## config.mk

```make
export PLATFORM = sky130hd
export DESIGN_NAME = rf_write_sched
export DESIGN_NICKNAME = d
export VERILOG_FILES = /design/src/rtl/rf_sched_pkg.sv /design/src/rtl/md_result_fifo.sv /design/src/rtl/rf_write_sched.sv
export SDC_FILE = /design/constraint.sdc
export NUM_CORES = 1
export LEC_CHECK = 0
export CORE_MARGIN = 10
export CORE_UTILIZATION = 50
export CTS_CLUSTER_SIZE = 8
export DETAILED_ROUTE_END_ITERATION = 10
export HOLD_SLACK_MARGIN = 0.08
export PLACE_DENSITY = 0.81
export RECOVER_POWER = 100
export SYNTH_ARGS = -nofsm -noshare
export SYNTH_HDL_FRONTEND = slang
export SYNTH_SLANG_ARGS = --single-unit
export TNS_END_PERCENT = 50
```

## constraint.sdc

```tcl
create_clock -name clk -period 6.5 [get_ports clk]
set_clock_uncertainty 0.1 [all_clocks]
set_input_delay 1.625 -clock clk [delete_from_list [all_inputs] [get_ports clk]]
set_output_delay 1.625 -clock clk [all_outputs]
set_load 0.005 [all_outputs]
```

## src/rtl/rf_sched_pkg.sv

```systemverilog
// Shared widths and the MUL/DIV result payload for the register-file write scheduler.
package rf_sched_pkg;

  localparam int unsigned DW           = 32;
  localparam int unsigned AW           = 5;
  localparam int unsigned NREG         = 32;
  localparam int unsigned STARVE_LIMIT = 8;

  typedef struct packed {
    logic [AW-1:0] addr;
    logic [DW-1:0] data;
  } md_entry_t;

endpackage

```

## src/rtl/md_result_fifo.sv

```systemverilog
// Small synchronous FIFO that holds MUL/DIV results until the RF write port is free.
module md_result_fifo
  import rf_sched_pkg::*;
#(
  parameter int unsigned DEPTH = 2,
  parameter int unsigned CW    = $clog2(DEPTH) + 1
) (
  input  logic            clk,
  input  logic            rstn,
  input  logic            push,
  input  md_entry_t       din,
  input  logic            pop,
  output md_entry_t       head,
  output logic            full,
  output logic            empty,
  output logic [CW-1:0]   count
);

  localparam int unsigned PW = $clog2(DEPTH);

  md_entry_t         mem [DEPTH];
  logic [PW-1:0]     wr_ptr;
  logic [PW-1:0]     rd_ptr;
  logic              do_push;
  logic              do_pop;

  assign full    = (count == CW'(DEPTH));
  assign empty   = (count == '0);
  assign do_push = push && !full;
  assign do_pop  = pop && !empty;
  assign head    = mem[rd_ptr];

  // Pointers wrap naturally because DEPTH is a power of two.
  always_ff @(posedge clk or negedge rstn) begin
    if (!rstn) begin
      wr_ptr <= '0;
      rd_ptr <= '0;
      count  <= '0;
    end else begin
      if (do_push) wr_ptr <= wr_ptr + PW'(1);
      if (do_pop)  rd_ptr <= rd_ptr + PW'(1);
      count <= count + CW'(do_push) - CW'(do_pop);
    end
  end

  always_ff @(posedge clk) begin
    if (do_push) mem[wr_ptr] <= din;
  end

endmodule

```

## src/rtl/rf_write_sched.sv

```systemverilog
// Shares the RF write port between WB and buffered MUL/DIV results, and raises
// the decode stall for registers with outstanding long-latency writes.
module rf_write_sched
  import rf_sched_pkg::*;
#(
  parameter int unsigned DW           = rf_sched_pkg::DW,
  parameter int unsigned AW           = rf_sched_pkg::AW,
  parameter int unsigned DEPTH        = 2,
  parameter int unsigned STARVE_LIMIT = rf_sched_pkg::STARVE_LIMIT
) (
  input  logic            clk,
  input  logic            rstn,
  input  logic            wb_valid,
  input  logic [AW-1:0]   wb_addr,
  input  logic [DW-1:0]   wb_data,
  input  logic            md_valid,
  output logic            md_ready,
  input  logic [AW-1:0]   md_addr,
  input  logic [DW-1:0]   md_data,
  input  logic            md_issue,
  input  logic [AW-1:0]   md_issue_addr,
  input  logic [AW-1:0]   id_ra0,
  input  logic [AW-1:0]   id_ra1,
  input  logic [AW-1:0]   id_wa,
  input  logic            id_we,
  output logic            stall,
  output logic            rf_we,
  output logic [AW-1:0]   rf_wa,
  output logic [DW-1:0]   rf_wd,
  output logic [NREG-1:0] busy_mask
);

  localparam int unsigned CW  = $clog2(DEPTH) + 1;
  localparam int unsigned SCW = $clog2(STARVE_LIMIT + 1);

  md_entry_t        push_entry;
  md_entry_t        head;
  logic             fifo_full;
  logic             fifo_empty;
  logic [CW-1:0]    fifo_count;
  logic             wb_own;
  logic             drain;
  logic             haz;
  logic             starve_max;
  logic [SCW-1:0]   starve_cnt;
  logic [NREG-1:0]  busy;
  logic [NREG-1:0]  clr_mask;
  logic [NREG-1:0]  set_mask;
  logic [NREG-1:0]  busy_eff;

  assign push_entry = '{addr: md_addr, data: md_data};

  md_result_fifo #(
    .DEPTH (DEPTH),
    .CW    (CW)
  ) u_fifo (
    .clk   (clk),
    .rstn  (rstn),
    .push  (md_valid),
    .din   (push_entry),
    .pop   (drain),
    .head  (head),
    .full  (fifo_full),
    .empty (fifo_empty),
    .count (fifo_count)
  );

  // WB always wins the port; the buffer drains only in WB bubbles (or WB to x0).
  assign wb_own   = wb_valid && (wb_addr != '0);
  assign drain    = !wb_own && !fifo_empty;
  assign md_ready = !fifo_full;
  assign rf_we    = wb_own || (drain && (head.addr != '0));
  assign rf_wa    = wb_own ? wb_addr : head.addr;
  assign rf_wd    = wb_own ? wb_data : head.data;

  // A register being drained this cycle is covered by RF write-through.
  assign clr_mask   = drain ? (NREG'(1) << head.addr) : '0;
  assign busy_eff   = busy & ~clr_mask;
  assign haz        = busy_eff[id_ra0] | busy_eff[id_ra1] | (id_we & busy_eff[id_wa]);
  assign starve_max = (starve_cnt == SCW'(STARVE_LIMIT));
  assign stall      = haz | starve_max;
  assign busy_mask  = busy;

  assign set_mask = (md_issue && (md_issue_addr != '0) && !stall)
                  ? (NREG'(1) << md_issue_addr) : '0;

  always_ff @(posedge clk or negedge rstn) begin
    if (!rstn) begin
      busy       <= '0;
      starve_cnt <= '0;
    end else begin
      busy <= busy_eff | set_mask;
      if (drain) begin
        starve_cnt <= '0;
      end else if ((fifo_count != '0) && !starve_max) begin
        starve_cnt <= starve_cnt + SCW'(1);
      end
    end
  end

endmodule

```

==> flow_metrics.env, run 1 <==
export IMPL_rsz0062_at_grt="no"
export IMPL_ys_ff_latch=114
export IMPL_start_kind="primary input"
export IMPL_syn_inst=678
export IMPL_worstMarginPinSlew_ps=3300
export IMPL_gp_congestion=1.02
export IMPL_antenna_found_initial=0
export IMPL_relSlewSlack_pct=-121
export IMPL_globalRouteTotalUtil_pct=29.0
export IMPL_p_comb_share_pct=42.4
export IMPL_cts_htree_levels=4
export IMPL_drt_iter0_drc=1089
export IMPL_cp_end_kind="output port"
export IMPL_arrival_ps=4730
export IMPL_power_frac_seq_pct=31.5
export IMPL_die_w_um=138
export IMPL_power_density_mw_per_mm2=368
export IMPL_critPathMaxStageDelay_ps=540
export IMPL_path_cells="dlygate4sd2_1 -> or4_4 -> buf_6 -> o21a_4 -> buf_6 -> o41ai_4 -> a2bb2oi_1 -> a31o_1 -> a221oi_1 -> or4_4 -> or3b_4 -> buf_6"
export IMPL_post_dp_cell_area_mm2=0.00931
export IMPL_drive_gt1_share_pct=23.0
export IMPL_cp_data_required_time_ps=4780
export IMPL_crit_type="in2out"
export IMPL_synth_avg_cell_area_um2=10.3
export IMPL_drc=0
export IMPL_ant_nets=0
export IMPL_irDropWorstVdd_v=0.000263
export IMPL_finalCritPeriodShare_pct=99.3
export IMPL_fin_crit_ps=6450
export IMPL_worstSetupStartpoint="wb_addr[3]"
export IMPL_grt_first_pass_wirelength_um=43800
export IMPL_rows=43
export IMPL_grt_max_degree=63
export IMPL_cap_violations=4
export IMPL_cts_made_buffers=17
export IMPL_syn_nets=782
export IMPL_synth_distinct_cells=72
export IMPL_p_leak_nw=4.06
export IMPL_num_io_pins=172
export IMPL_worst_r2r_startpoint="u_fifo.rd_ptr"
export IMPL_ys_seq_area_share_pct=46.0
export IMPL_tritoncts="yes"
export IMPL_hpwl_um=20700
export IMPL_finalWirelength_um=29000
export IMPL_fillers=914
export IMPL_rrSetupSlack_ps=1110
export IMPL_total_power_w=0.00384
export IMPL_syn_area_mm2=0.00700
export IMPL_cts_root_buffer="clkbuf_16"
export IMPL_holdWs_ps=407
export IMPL_port_buffers=171
export IMPL_switching_share_pct=38.7
export IMPL_worstSkewPairLatency_ps=430
export IMPL_clock_sinks=114
export IMPL_globalRouteOverflowTotal=0
export IMPL_ys_warn_count=0
export IMPL_hold_start="u_fifo.wr_ptr"
export IMPL_clockBufferDepth=2
export IMPL_drtPass1Iterations=6
export IMPL_wl_per_cell_um=26.0
export IMPL_cp_slowest_cell="or4_4"
export IMPL_crit_fanout=6
export IMPL_core_area_mm2=0.0138
export IMPL_design_area_mm2=0.0104
export IMPL_die_area_mm2=0.0191
export IMPL_register_area_mm2=0.00322
export IMPL_hold_path_class="reg2reg"
export IMPL_start_util_pct=50.8
export IMPL_via_per_inst=6.57
export IMPL_finalHoldViolations=0
export IMPL_outcome="finished with violations"
export IMPL_drv_slew=149
export IMPL_cp_top_family="simple AND/OR/NAND/NOR gates"
export IMPL_setup_viol=0
export IMPL_multi_input_area_mm2=0.00378
export IMPL_synth_edf_count=74
export IMPL_grt_pass1_vias=7316
export IMPL_clkTransAtPathRegs_ps=60
export IMPL_synth_main_ff_cell="edfxtp_1"
export IMPL_chipHeight_um=138
export IMPL_synthArstFlopShare_pct=35.1
export IMPL_syn_to_final_growth_pct=49.1
export IMPL_fin_nets=1024
export IMPL_p_int_w=0.00235
export IMPL_violations="capacitance limit, slew limit"
export IMPL_fmax_ghz=0.155
export IMPL_num_vias=7331
export IMPL_p_sw_w=0.00148
export IMPL_clkPwrFrac_pct=26.1
export IMPL_cp_common_cell="buf_6"
export IMPL_crit_buf_inv=4
[layer usage]
layer	wire, um	vias to the layer above	track usage [%]	part of all wire (%)
li1	-	3128	-	-
met1	11400	3563	37.0	39
met2	13500	542	45.4	47
met3	3110	98	8.46	11
met4	930	0	11.5	3.2
met5	0	-	0	0
[area by class of cell]
type	instances	area share (%)
multi-input cells	494	36.2
flip-flops and latches	114	30.9
repair buffers	273	24.0
clock buffers	17	4.08
well taps	180	2.16
clock inverters	15	1.89
inverters	20	0.719
diodes	2	0.0480
[worst register-to-register path, delay by kind of cell (launching register included)]
kind / cells / cell delay [ps]
AO/OA/AOI/OAI: 5 / 1830
buffers and inverters: 2 / 1830
flip-flops: 1 / 660
multiplexers: 1 / 270
AND/OR/NAND/NOR: 2 / 480
[sequential cells by signal, indices dropped and copies added, names as in the netlist]
register	flops
busy_mask	32
starve_cnt	4
u_fifo.count	2
u_fifo.mem	74
u_fifo.rd_ptr	1
u_fifo.wr_ptr	1
[synthesized netlist by cell type, types with 16 or more instances]
cell,number,area [um^2]
edfxtp_1,74,2220
nand2_1,70,263
o21ai_0,48,240
mux2i_1,46,460
nand3_1,44,220
dfrtp_1,40,1000
clkbuf_1,35,131
nor2_1,35,131
o31ai_2,34,425
inv_1,17,63.8
nor3_1,17,85.1
o31ai_1,17,128
o211ai_1,16,120
[cells by family after synthesis]
family / share of synthesized area, %
AOI/OAI and AO/OA: 23.5
xor gates and xnor gates: 1.25
adders and majority gates: 0.715
buffers and inverters: 4.93
DFF: 46.0
muxes: 7.38
and+or+nand+nor: 16.1
[path summary, 6_finish.rpt]
path / to / cells past startpoint
setup reg to reg: busy_mask[31] / 10
min in group asynchronous: busy_mask[30] / 1
hold reg to reg: u_fifo.wr_ptr / 1
setup / recovery: stall / 12
max in group asynchronous: u_fifo.rd_ptr / 1
hold / removal: u_fifo.wr_ptr / 1
[through the flow]
| step | TNS [ps] | util [%] | cells | setup slack (ps) |
|---|---|---|---|---|
| after global placement | -863 | 67.6 | 1058 | -863 |
| after CTS | 0 | 75.2 | 1107 | 14.1 |
| after floorplan | 0 | - | 678 | 397 |
| final | 0 | 75.8 | 1115 | 46.8 |
| after detailed placement | -768 | 67.6 | 1058 | -768 |
| after global routing | 0 | 75.7 | 1113 | 14.0 |
[power groups by stage]
| stage | registers (W) | clock network, W | logic [W] |
|---|---|---|---|
| 2_1_floorplan | 0.00111 | 0 | 0.000809 |
| 6_report | 0.00121 | 0.00100 | 0.00163 |
| 4_1_cts | 0.00119 | 0.00101 | 0.00162 |
| 3_5_place_dp | 0.00118 | 0 | 0.00150 |
| 5_1_grt | 0.00122 | 0.00104 | 0.00171 |
| 3_3_place_gp | 0.00117 | 0 | 0.00147 |
[timing repair]
action	CTS	global route
resized for setup	61	20
buffers inserted	15	5
pin swaps	34	14
setup endpoints to repair	1	1
gates cloned	2	1
hold buffers	0	0
[cells in the final DEF (no fill, tap or decap), types with 4 or more instances in the layout]
cell type and count:
nand4_1 4, clkdlybuf4s50_1 62, o31ai_1 12, ha_1 4, and3_1 8, a31oi_1 5
nor2b_1 7, nor3_1 13, dlygate4sd3_1 103, nand2b_1 8, clkbuf_2 4, or3_1 4
inv_1 17, xor2_1 7, o211ai_1 16, o41ai_4 4, mux2i_1 46, o21ai_0 48
buf_6 7, clkinv_4 4, a21oi_1 9, nor3b_1 4, buf_4 85, o2111ai_1 4
dfrtp_1 39, clkbuf_16 17, nor4_1 5, edfxtp_1 74, o31ai_4 15, nand3_1 44
or2_2 4, nor2_1 35, buf_12 4, nand2_1 70, o31ai_2 26, clkbuf_1 5
o22ai_1 6
(Power assumes the default switching activity.)
==> run 2, diff against run 1 <==
--- a/config.mk
+++ b/config.mk
@@ -7,4 +7,3 @@
 export LEC_CHECK = 0
-export CORE_MARGIN = 10
-export CORE_UTILIZATION = 50
+export CORE_UTILIZATION = 54
 export CTS_CLUSTER_SIZE = 8
@@ -12,3 +11,3 @@
 export HOLD_SLACK_MARGIN = 0.08
-export PLACE_DENSITY = 0.81
+export PLACE_DENSITY = 0.86
 export RECOVER_POWER = 100
==> constraint.sdc (replaced) <==
create_clock -name clk -period 7.7 [get_ports clk]
set_clock_uncertainty 0.1 [all_clocks]
set_input_delay 1.925 -clock clk [delete_from_list [all_inputs] [get_ports clk]]
set_output_delay 1.925 -clock clk [all_outputs]
set_load 0.01 [all_outputs]
==> run 2 against run 1 <==
The flow still finishes with violations (capacitance limit, slew limit). Count of clock-buffer cells in the layout unchanged. Cell area decreased by 5.6%. Worst setup slack improved by 30 ps. First-iteration DRC count is 20% lower.
==> flow_metrics.env, run 2 (synthesis results as in run 1) <==
export IMPL_p_sw_w=0.00125
export IMPL_start_util_pct=55.5
export IMPL_globalRouteOverflowTotal=0
export IMPL_cts_made_buffers=17
export IMPL_top_register="u_fifo.mem"
export IMPL_crit_type="in2out"
export IMPL_drtPass1Iterations=6
export IMPL_drv_slew=149
export IMPL_power_density_mw_per_mm2=322
export IMPL_final_common_cell="dlygate4sd3_1"
export IMPL_outcome="finished with violations"
export IMPL_wl_per_cell_um=24.6
export IMPL_hpwl_um=18500
export IMPL_grt_pass1_vias=7086
export IMPL_worstSkewPairLatency_ps=420
export IMPL_dp_slack_ps=-136
export IMPL_irDropWorstVdd_v=0.000291
export IMPL_drc=0
export IMPL_clkPwrFrac_pct=26.3
export IMPL_grt_first_pass_wirelength_um=39500
export IMPL_p_leak_nw=3.81
export IMPL_total_power_w=0.00318
export IMPL_drive_gt1_share_pct=16.9
export IMPL_setup_viol=0
export IMPL_via_per_inst=6.69
export IMPL_drt_iter0_drc=872
export IMPL_p_comb_share_pct=41.5
export IMPL_rows=41
export IMPL_cts_htree_levels=4
export IMPL_fmax_ghz=0.131
export IMPL_globalRouteTotalUtil_pct=40.3
export IMPL_finalWirelength_um=26100
export IMPL_r2r_cells=12
export IMPL_worst_path_stages=11
export IMPL_violations="capacitance limit, slew limit"
export IMPL_design_area_mm2=0.00985
export IMPL_crit_fanout=13
export IMPL_tritoncts="yes"
export IMPL_cp_end_kind="output port"
export IMPL_antennaDiodeCount=0
export IMPL_cap_violations=4
export IMPL_critPathMaxStageDelay_ps=600
export IMPL_switching_share_pct=39.3
export IMPL_num_vias=7107
export IMPL_cp_slowest_cell="or4_4"
export IMPL_holdWs_ps=419
export IMPL_fillers=817
export IMPL_cp_data_required_time_ps=5680
export IMPL_cp_top_family="simple AND/OR/NAND/NOR gates"
export IMPL_start_kind="primary input"
export IMPL_port_buffers=171
export IMPL_antenna_found_initial=0
export IMPL_clockBufferDepth=2
export IMPL_layout_common_cells="dlygate4sd3_1, edfxtp_1, nand2_1, clkdlybuf4s50_1, buf_4"
export IMPL_core_area_mm2=0.0126
export IMPL_cts_hold_buffers=0
export IMPL_die_w_um=116
export IMPL_post_dp_cell_area_mm2=0.00912
export IMPL_power_frac_seq_pct=32.3
export IMPL_largest_register_ffs=74
export IMPL_clock_sinks=114
export IMPL_grt_max_degree=68
export IMPL_hold_path_class="reg2reg"
export IMPL_hold_depth=1
export IMPL_worst_slack_ps=76.8
export IMPL_num_io_pins=172
export IMPL_chipHeight_um=116
export IMPL_p_int_w=0.00193
export IMPL_die_area_mm2=0.0134
export IMPL_gp_congestion=1.00
export IMPL_finalCritPeriodShare_pct=99.0
export IMPL_fin_crit_ps=7620
export IMPL_finalHoldViolations=0
export IMPL_arrival_ps=5600
export IMPL_path_cells="clkdlybuf4s50_1 -> or4_4 -> o21a_4 -> buf_4 -> o31ai_4 -> o211ai_1 -> a31oi_1 -> a221oi_1 -> or4_1 -> or3b_4 -> dlygate4sd2_1"
export IMPL_crit_buf_inv=3
export IMPL_worstMarginPinSlew_ps=3240
export IMPL_relSlewSlack_pct=-117
export IMPL_cts_root_buffer="clkbuf_16"
export IMPL_syn_to_final_growth_pct=40.7
export IMPL_clkTransAtPathRegs_ps=60
export IMPL_fin_nets=982
export IMPL_ant_nets=0
==> run 2: metrics by stage <==
step | setup TNS, ps | utilization (%) | std cells
floorplan | 0 | - | 678
global placement | -40.1 | 72.3 | 1026
detailed placement | -136 | 72.3 | 1026
CTS | 0 | 77.5 | 1061
global route | -1.78 | 78.0 | 1063
finish | 0 | 78.0 | 1063
==> run 2: final cells by class <==
cell class	instances	area (um^2)	area share, %
clock buffer	17	425	4.32
clock inverter	15	195	1.98
sequential	114	3220	32.7
multi-input combinational	492	3530	35.8
inverter	20	75.1	0.762
tap	172	215	2.18
timing repair buffer	233	2190	22.2
==> run 2: power groups by stage <==
stage / combinational [W] / sequential [W] / clock, W
3_3_place_gp: 0.00126 / 0.00100 / 0
3_5_place_dp: 0.00129 / 0.00101 / 0
6_report: 0.00132 / 0.00102 / 0.000835
4_1_cts: 0.00132 / 0.00100 / 0.000838
2_1_floorplan: 0.000703 / 0.000957 / 0
5_1_grt: 0.00140 / 0.00103 / 0.000860
==> run 2: path summary, 6_finish.rpt <==
kind                                 endpoint     startpoint  slack [ps]
worst max-delay path                    stall     wb_addr[4]          80
worst min-delay path            starve_cnt[2]  starve_cnt[2]         420
worst max register to register  busy_mask[25]  u_fifo.rd_ptr        2040
worst min register to register  starve_cnt[2]  starve_cnt[2]         420
max in group asynchronous       u_fifo.rd_ptr           rstn        3940
min in group asynchronous       starve_cnt[0]           rstn        2090
==> run 2: per-layer routing <==
| metal | global-route usage, % | routed length (um) | vias to the layer above |
|---|---|---|---|
| li1 | - | - | 3029 |
| met1 | 49.0 | 9700 | 3419 |
| met2 | 65.3 | 12400 | 542 |
| met3 | 13.8 | 2990 | 117 |
| met4 | 16.9 | 1070 | 0 |
| met5 | 0 | 0 | - |
==> run 2: repair_timing <==
action                     in CTS  in global routing
gates cloned                    1                  0
setup endpoints to repair       1                  1
resized for setup               4                 16
setup buffers                   2                  2
==> run 2: worst register-to-register path: stages, from the launching register on <==
cell	delay [ps]
dfrtp_2	740
buf_4	520
and3b_1	290
o211ai_1	670
o31ai_2	100
buf_4	180
buf_4	140
mux2_2	250
a2111o_1	400
o31ai_1	60
or4_1	160
clkbuf_1	1500
o31ai_1	320
